### src/rtl/column_move_reader.sv
// Consumer of a column's move FIFO: unpacks 8-slot words, skips padding, streams moves on valid/ready.
// Optional capture/promotion statistics are built when MOVE_STATS_EN is defined.
module column_move_reader #(
    parameter int SLOTS     = 8,
    parameter int MOVE_W    = 19,
    parameter int CNT_W     = 8,
    parameter int MAX_MOVES = 218
) (
    input  logic                      clk,
    input  logic                      reset,
    input  logic                      start,
    input  logic                      col_done,
    input  logic                      fifo_empty,
    output logic                      fifo_rden,
    input  logic [SLOTS*MOVE_W-1:0]   fifo_rdata,
    output logic                      move_valid,
    input  logic                      move_ready,
    output logic [MOVE_W-1:0]         move_data,
    output logic [CNT_W-1:0]          move_count,
    output logic                      list_done,
    output logic                      overflow,
    output logic [CNT_W-1:0]          capt_count,
    output logic [CNT_W-1:0]          promo_count
);
    localparam int                SLOT_W    = (SLOTS > 1) ? $clog2(SLOTS) : 1;
    localparam logic [SLOT_W-1:0] LAST_SLOT = SLOT_W'(SLOTS - 1);
    localparam logic [CNT_W-1:0]  MAX_CNT   = CNT_W'(MAX_MOVES);
    localparam logic [CNT_W-1:0]  SAT_CNT   = '1;
    localparam int                INV_BIT   = MOVE_W - 1;

    typedef enum logic [2:0] {
        S_IDLE,
        S_FETCH,
        S_LATCH,
        S_EMIT,
        S_DONE
    } state_t;

    state_t             r_state;
    logic [MOVE_W-1:0]  r_slots [SLOTS];
    logic [SLOT_W-1:0]  r_slot;
    logic [CNT_W-1:0]   r_move_count;
    logic               r_overflow;

    logic [MOVE_W-1:0]  w_cur;
    logic               w_cur_valid;
    logic               w_full;
    logic               w_present;
    logic               w_xfer;
    logic               w_advance;
    logic               w_end_word;
    logic               w_clear;

    function automatic logic [CNT_W-1:0] sat_inc(input logic [CNT_W-1:0] v);
        return (v == SAT_CNT) ? v : v + CNT_W'(1);
    endfunction

    // An end-of-list word has every slot's invalid flag set.
    always_comb begin
        w_end_word = 1'b1;
        for (int k = 0; k < SLOTS; k++) begin
            w_end_word &= fifo_rdata[k*MOVE_W + INV_BIT];
        end
    end

    assign w_cur       = r_slots[r_slot];
    assign w_cur_valid = !w_cur[INV_BIT];
    assign w_full      = (r_move_count >= MAX_CNT);
    assign w_present   = (r_state == S_EMIT) && w_cur_valid && !w_full;
    assign w_xfer      = w_present && move_ready;
    assign w_advance   = (r_state == S_EMIT) && (!w_cur_valid || w_full || move_ready);
    assign w_clear     = start && ((r_state == S_IDLE) || (r_state == S_DONE));

    assign fifo_rden  = (r_state == S_FETCH) && !fifo_empty;
    assign move_valid = w_present;
    assign move_data  = w_present ? w_cur : '0;
    assign move_count = r_move_count;
    assign list_done  = (r_state == S_DONE);
    assign overflow   = r_overflow;

    always_ff @(posedge clk or posedge reset) begin
        if (reset) begin
            r_state      <= S_IDLE;
            r_slot       <= '0;
            r_move_count <= '0;
            r_overflow   <= 1'b0;
            for (int k = 0; k < SLOTS; k++) begin
                r_slots[k] <= '0;
            end
        end else begin
            case (r_state)
                S_IDLE, S_DONE: begin
                    if (start) begin
                        r_move_count <= '0;
                        r_overflow   <= 1'b0;
                        r_state      <= S_FETCH;
                    end
                end
                S_FETCH: begin
                    if (!fifo_empty) begin
                        r_state <= S_LATCH;
                    end else if (col_done) begin
                        r_state <= S_DONE;
                    end
                end
                S_LATCH: begin
                    for (int k = 0; k < SLOTS; k++) begin
                        r_slots[k] <= fifo_rdata[k*MOVE_W +: MOVE_W];
                    end
                    r_slot  <= '0;
                    r_state <= w_end_word ? S_DONE : S_EMIT;
                end
                S_EMIT: begin
                    if (w_cur_valid && w_full) begin
                        r_overflow <= 1'b1;
                    end
                    if (w_xfer) begin
                        r_move_count <= sat_inc(r_move_count);
                    end
                    if (w_advance) begin
                        if (r_slot == LAST_SLOT) begin
                            r_state <= S_FETCH;
                        end else begin
                            r_slot <= r_slot + SLOT_W'(1);
                        end
                    end
                end
                default: r_state <= S_IDLE;
            endcase
        end
    end

`ifdef MOVE_STATS_EN
    localparam int CAPT_BIT  = 12;
    localparam int PROMO_BIT = MOVE_W - 2;

    logic [CNT_W-1:0] r_capt_count;
    logic [CNT_W-1:0] r_promo_count;

    always_ff @(posedge clk or posedge reset) begin
        if (reset) begin
            r_capt_count  <= '0;
            r_promo_count <= '0;
        end else if (w_clear) begin
            r_capt_count  <= '0;
            r_promo_count <= '0;
        end else if (w_xfer) begin
            if (w_cur[CAPT_BIT]) begin
                r_capt_count <= sat_inc(r_capt_count);
            end
            if (w_cur[PROMO_BIT]) begin
                r_promo_count <= sat_inc(r_promo_count);
            end
        end
    end

    assign capt_count  = r_capt_count;
    assign promo_count = r_promo_count;
`else
    logic w_unused_clear;
    assign w_unused_clear = w_clear;
    assign capt_count     = '0;
    assign promo_count    = '0;
`endif

endmodule

### config.mk
export PLATFORM = sky130hd
export DESIGN_NAME = column_move_reader
export DESIGN_NICKNAME = d
export VERILOG_FILES = /design/src/rtl/column_move_reader.sv
export SDC_FILE = /design/constraint.sdc
export NUM_CORES = 1
export LEC_CHECK = 0
export CAP_MARGIN = 5
export CORE_AREA = 2 2 123 125
export DETAILED_ROUTE_END_ITERATION = 16
export DIE_AREA = 0 0 125 127
export DONT_BUFFER_PORTS = 1
export PLACE_DENSITY = 0.76
export SYNTH_ARGS = -nofsm -noshare
export SYNTH_HDL_FRONTEND = slang
export SYNTH_SLANG_ARGS = --single-unit
### constraint.sdc
create_clock -name clk -period 8 [get_ports clk]
set_clock_uncertainty 0.15 [all_clocks]
set_input_delay 1.6 -clock clk [delete_from_list [all_inputs] [get_ports clk]]
set_output_delay 1.6 -clock clk [all_outputs]
set_load 0.1 [all_outputs]
==> reports/results.ini, run 1 <==
[clock_tree]
clkTransAtPathRegs_ps=60
cts_buffer_depth=2
cts_hold_repair.buffers=0
cts_setup_buffers=0
cts_sinks=167
htree_levels=4
numCtsBuffers=17
clk_latency_ps=420
ctsResizeCount=0
cts_root_buf=clkbuf_16
cts_tree=done

[synthesis]
syn_area_per_cell_um2=14.2
ys_warn_count=0
synth_top_cell_by_area=dfrtp_1
syn_area_um2=7820
postSynth.topFlopCell=dfrtp_1
ys_types=40
synth-seq-cells=167
synth_top_area_share_pct=53.4
yosysMostFrequentCell=dfrtp_1
synthArstFlopShare_pct=100
netlist_instances=550
synth_edf_count=0
synthTopCellsByArea=dfrtp_1, mux2_2, mux4_2
synth_top_cells_by_count=dfrtp_1, mux2_2, nand2_1
yosysSeqAreaShare_pct=53.4

[floorplanning]
die_h_um=127
start_util_pct=54.2
dieArea_um2=15900
ioPinCount=205
rows=44
dieWidth_um=125
core_um2=14400

[timing]
finalHoldViolations=0
setup_ws_ps=2250
fin_crit_sh_pct=71.9
max_freq_mhz=174
rsz0062_at_grt=false
period_needed_ps=5750
relSlewSlack_pct=19.0
maxSlewViolCount=0
setup_viol=0
fin_hold_ws_ps=354
tightest_slew_ps=1220
fin_setup_tns_ps=0

[worst_setup_path]
regToRegSetupSlack_ps=4470
path_class=reg -> out
end_kind=output port
crit_end=move_data[9]
worstSetupStartpointType=flop
crit_path_start=move_count[0]$_DFFE_PP0P_
arrival_ps=4000
r2r-end=r_slot[0]$_DFFE_PP0P_
reg2reg_from=move_count[0]$_DFFE_PP0P_
worstRegToRegCells=7
crit_required_ps=6250
cp_max_fo=21

[grt]
antenna_found_initial=3
grt_pass1_vias=5033
grt_pass1_wl_um=27800
met3_usage_pct=8.46
grtUsageMet1_pct=28.0
grt_max_degree=88
top_usage_layer=met2
grt-ovfl-total=0
grt_util_all_layers_pct=22.8
met2_usage_pct=37.6

[power]
p_per_area_nw_per_um2=483
ir_worst_vdd_v=0.000429
p_leak_uw=0.00344

[place]
port_buffers=0
gp_congestion=0.877
hpwlAfterDp_um=12500
place_ws_ps=2720

[finish]
syn2layout_area_growth_pct=9.28
nNetsFinal=703
layout-drive-gt1-share_pct=46.4

[route]
first_pass_iters=4
vias=4530
drt_wl_total_um=17200
via_per_inst=6.12
wl_per_cell_um=23.2
drt_iter0_markers=252
ant_nets=0
drc=0

[outcome]
status=completed

[job]
maxCapViolCount=0

[min_path]
hold_path_class=reg -> reg

sequential cells by signal (all words and copies together) (netlist names):
name and flops:
r_slots 152, move_count 8, r_slot 3, r_state 3
overflow 1
final cells by class:
cell class	count	area [um2]
Tap cell	184	230
Inverter	6	27.5
Timing Repair Buffer	7	87.6
Sequential cell	167	4180
Fill cell	1122	5870
Clock inverter	13	123
Antenna cell	2	5.00
Multi-Input combinational cell	342	3460
Clock buffer	19	433
worst min-delay path by stage:
stage          cells after the start                       end                startpoint
6_report                           1   r_slots[90]$_DFFE_PP0P_   r_slots[90]$_DFFE_PP0P_
5_1_grt                            1   r_slots[62]$_DFFE_PP0P_   r_slots[62]$_DFFE_PP0P_
4_1_cts                            1   r_slots[24]$_DFFE_PP0P_   r_slots[24]$_DFFE_PP0P_
3_5_place_dp                       1   r_slots[60]$_DFFE_PP0P_   r_slots[60]$_DFFE_PP0P_
3_3_place_gp                       1   r_slots[21]$_DFFE_PP0P_   r_slots[21]$_DFFE_PP0P_
2_1_floorplan                      1  r_slots[122]$_DFFE_PP0P_  r_slots[122]$_DFFE_PP0P_
cells by family (layout without fill, tap and decap cells):
family | after synthesis | in the layout | share of synthesized area [%]
multiplexers | 196 | 196 | 33.5
buffers and inverters | 57 | 45 | 4.17
AO/OA/AOI/OAI | 44 | 44 | 3.42
adder cells (fa/ha/maj) | 4 | 4 | 0.640
other | 1 | 19 | 0.0479
AND/OR/NAND/NOR | 81 | 81 | 4.81
flip-flops | 167 | 167 | 53.4
per-stage QoR:
| stage | instances | instance area [um2] | total power, uW | utilization, % |
|---|---|---|---|---|
| finish | 740 | 8550 | 4130 | 59.3 |
| global route | 738 | 8540 | 4360 | 59.2 |
| CTS | 738 | 8540 | 4170 | 59.2 |
| detailed placement | 706 | 7990 | 3380 | 55.4 |
| global placement | 706 | 7990 | 3300 | 55.4 |
| floorplan | 566 | 7880 | 3030 | - |
power by group:
group	switching (uW)	leakage [uW]	internal [uW]	total, uW
sequential	324	0.00199	1260	1590
clock	343	0.000266	432	775
combinational	966	0.00118	804	1770
total	1630	0.00344	2500	4130
critical path, cell delays in order, from the launching register on:
cell,delay [ps]
dfrtp_1,1000
inv_1,140
ha_1,240
nor4_1,170
or3_1,270
nand3_2,600
a21oi_2,1140
cell usage in the layout (no fill, tap or decap), drive strengths merged, types with 2 or more instances in the layout:
cell / Yosys / layout
dfrtp: 167 / 167
mux2: 153 / 153
nand2: 43 / 43
mux4: 37 / 37
clkbuf: 12 / 21
a21oi: 20 / 20
conb: 1 / 17
nor2: 14 / 14
o21ai: 12 / 12
inv: 6 / 10
nand3: 7 / 7
mux2i: 6 / 6
buf: 39 / 5
clkinv: 0 / 5
ha: 4 / 4
and2: 3 / 3
o31ai: 3 / 3
nand3b: 3 / 3
clkinvlp: 0 / 3
diode: 0 / 2
o41ai: 2 / 2
nand4: 2 / 2
nor3: 2 / 2
routing by layer:
| metal | share of wire, % | up-vias |
|---|---|---|
| li1 | - | 1965 |
| met1 | 39 | 2324 |
| met2 | 50 | 208 |
| met3 | 9.1 | 29 |
| met4 | 1.9 | 4 |
| met5 | 0.16 | - |
Power figures use the tool's default switching activity.
==> run 2, diff against run 1 <==
PLACE_DENSITY = 0.79   (was 0.76)
clock period = 4.7 ns   (was 8 ns; I/O delays follow)
==> reports/results.ini, run 2 (same netlist as run 1, synthesis figures left out) <==
[finish]
syn2layout_area_growth_pct=12.2
nNetsFinal=729  ; +3.7%
final_util_pct=60.9  ; +1.6 points
layout-drive-gt1-share_pct=49.0  ; +2.6 points
mostFrequentLayoutCells=dfrtp_1, mux2_2, nand2_1, mux4_2, buf_4
fin_area_um2=8780  ; +2.7%
top_register=r_slots
layout_commonest_cell=dfrtp_1
largest_reg_flops=152  ; unchanged

[worst_setup_path]
worstSetupStartpointType=flop
arrival_ps=3110  ; -890 ps
path_class=reg -> out
crit_path_start=move_count[0]$_DFFE_PP0P_
critical_path_depth=8  ; +2
worstRegToRegCells=8  ; +1
crit_end=move_data[11]
cpMostUsedCell=buf_4
slowest_delay_ps=570  ; -570 ps
reg2reg_from=move_count[0]$_DFFE_PP0P_
crit_required_ps=3610  ; -2640 ps
end_kind=output port
critPathTopFamily=simple AND/OR/NAND/NOR gates
r2r-end=r_slot[0]$_DFFE_PP0P_
crit_chain=buf_4 -> inv_1 -> ha_1 -> nor4_1 -> or3_1 -> nand3_2 -> a21oi_2 -> buf_4
crit_buf_inv=3  ; +2
cp_max_fo=21  ; unchanged
regToRegSetupSlack_ps=1670  ; -2800 ps
crit_slowest_cell=nand3_2

[floorplanning]
ioPinCount=205  ; unchanged
die_h_um=127  ; unchanged
start_util_pct=54.2  ; unchanged
dieWidth_um=125  ; unchanged
core_um2=14400  ; unchanged
rows=44  ; unchanged
dieArea_um2=15900  ; unchanged

[route]
vias=4527  ; -0.066%
via_per_inst=5.92  ; -3.3%
first_pass_iters=4  ; unchanged
ant_nets=0  ; unchanged
drt_wl_total_um=17600  ; +2.6%
drt_iter0_markers=356  ; +41%
drc=0  ; unchanged
wl_per_cell_um=23.0  ; -0.71%

[clock_tree]
cts_hold_repair.buffers=0  ; unchanged
cts_tree=done
cts_setup_buffers=0  ; unchanged
numCtsBuffers=17  ; unchanged
htree_levels=4  ; unchanged
clk_latency_ps=420  ; about the same
clkTransAtPathRegs_ps=60  ; about the same
ctsResizeCount=0  ; unchanged
cts_sinks=167  ; unchanged
cts_root_buf=clkbuf_16
cts_buffer_depth=2  ; unchanged

[timing]
fin_setup_tns_ps=0  ; unchanged
tightest_slew_ps=1230  ; +17.4 ps
period_needed_ps=4200
finalHoldViolations=0  ; unchanged
setup_viol=0  ; unchanged
rsz0062_at_grt=false
maxSlewViolCount=0  ; unchanged
relSlewSlack_pct=17.8  ; -1.2 points
fin_hold_ws_ps=355  ; +1.09 ps
max_freq_mhz=238
fin_crit_sh_pct=89.3

[outcome]
status=completed

[grt]
grt_pass1_vias=5029  ; -0.079%
grt_util_all_layers_pct=23.0  ; +0.23 points
grt_pass1_wl_um=28000  ; +0.75%
grt-ovfl-total=0  ; unchanged
antenna_found_initial=1  ; -2
grt_max_degree=168  ; +91%

[job]
maxCapViolCount=0  ; unchanged

[place]
port_buffers=0  ; unchanged
placed_area_um2=8190  ; +2.5%
hpwlAfterDp_um=12600  ; +1.3%
gp_congestion=0.947  ; +8.0%

[power]
power_uw=7250  ; +75%
p_leak_uw=0.00360  ; +4.8%
p_per_area_nw_per_um2=826  ; +71%
ir_worst_vdd_v=0.000797  ; +86%

[min_path]
hold_path_class=reg -> reg

run 2: worst register-to-register path, cell delays in order (launching register included):
cell and delay, ps:
dfrtp_1 320, buf_4 310, inv_1 100, ha_1 210, nor4_1 190, or3_1 260
nand3_2 570, o21ai_2 480, mux2_4 330
run 2: worst min path at each step:
stage | start | endpoint | slack (ps) | depth (start not counted)
global route | r_slots[120]$_DFFE_PP0P_ | r_slots[120]$_DFFE_PP0P_ | 370 | 1
finish | r_slots[24]$_DFFE_PP0P_ | r_slots[24]$_DFFE_PP0P_ | 350 | 1
global placement | r_slots[2]$_DFFE_PP0P_ | r_slots[2]$_DFFE_PP0P_ | 330 | 1
floorplan | r_slots[122]$_DFFE_PP0P_ | r_slots[122]$_DFFE_PP0P_ | 330 | 1
detailed placement | r_slots[41]$_DFFE_PP0P_ | r_slots[41]$_DFFE_PP0P_ | 340 | 1
CTS | r_slots[24]$_DFFE_PP0P_ | r_slots[24]$_DFFE_PP0P_ | 360 | 1
run 2: per-layer routing:
layer	vias to the layer above	part of all wire [%]	track usage, %
met5	-	0	0
met4	0	0.81	5.62
met3	11	8.1	8.29
met2	191	52	39.7
met1	2318	39	27.9
li1	2007	-	-
run 2: power by group:
| part | switching [uW] | leakage, uW | internal (uW) |
|---|---|---|---|
| logic | 1800 | 0.00132 | 1470 |
| clock network | 601 | 0.000290 | 799 |
| registers | 422 | 0.00199 | 2160 |
| total | 2830 | 0.00360 | 4420 |
run 2: final cells by class:
| class | instances | area, um2 |
|---|---|---|
| Antenna cell | 1 | 2.50 |
| Clock buffer | 18 | 429 |
| Clock inverter | 14 | 161 |
| Fill cell | 1116 | 5640 |
| Inverter | 6 | 26.3 |
| Multi-Input combinational cell | 342 | 3470 |
| Sequential cell | 167 | 4180 |
| Tap cell | 184 | 230 |
| Timing Repair Buffer | 33 | 278 |
run 2: per-stage QoR:
step / instances / setup slack, ps
after floorplan: 566 / 55.2
after global placement: 732 / 1080
after detailed placement: 732 / 947
after CTS: 764 / 477
after global routing: 764 / 301
final: 765 / 502
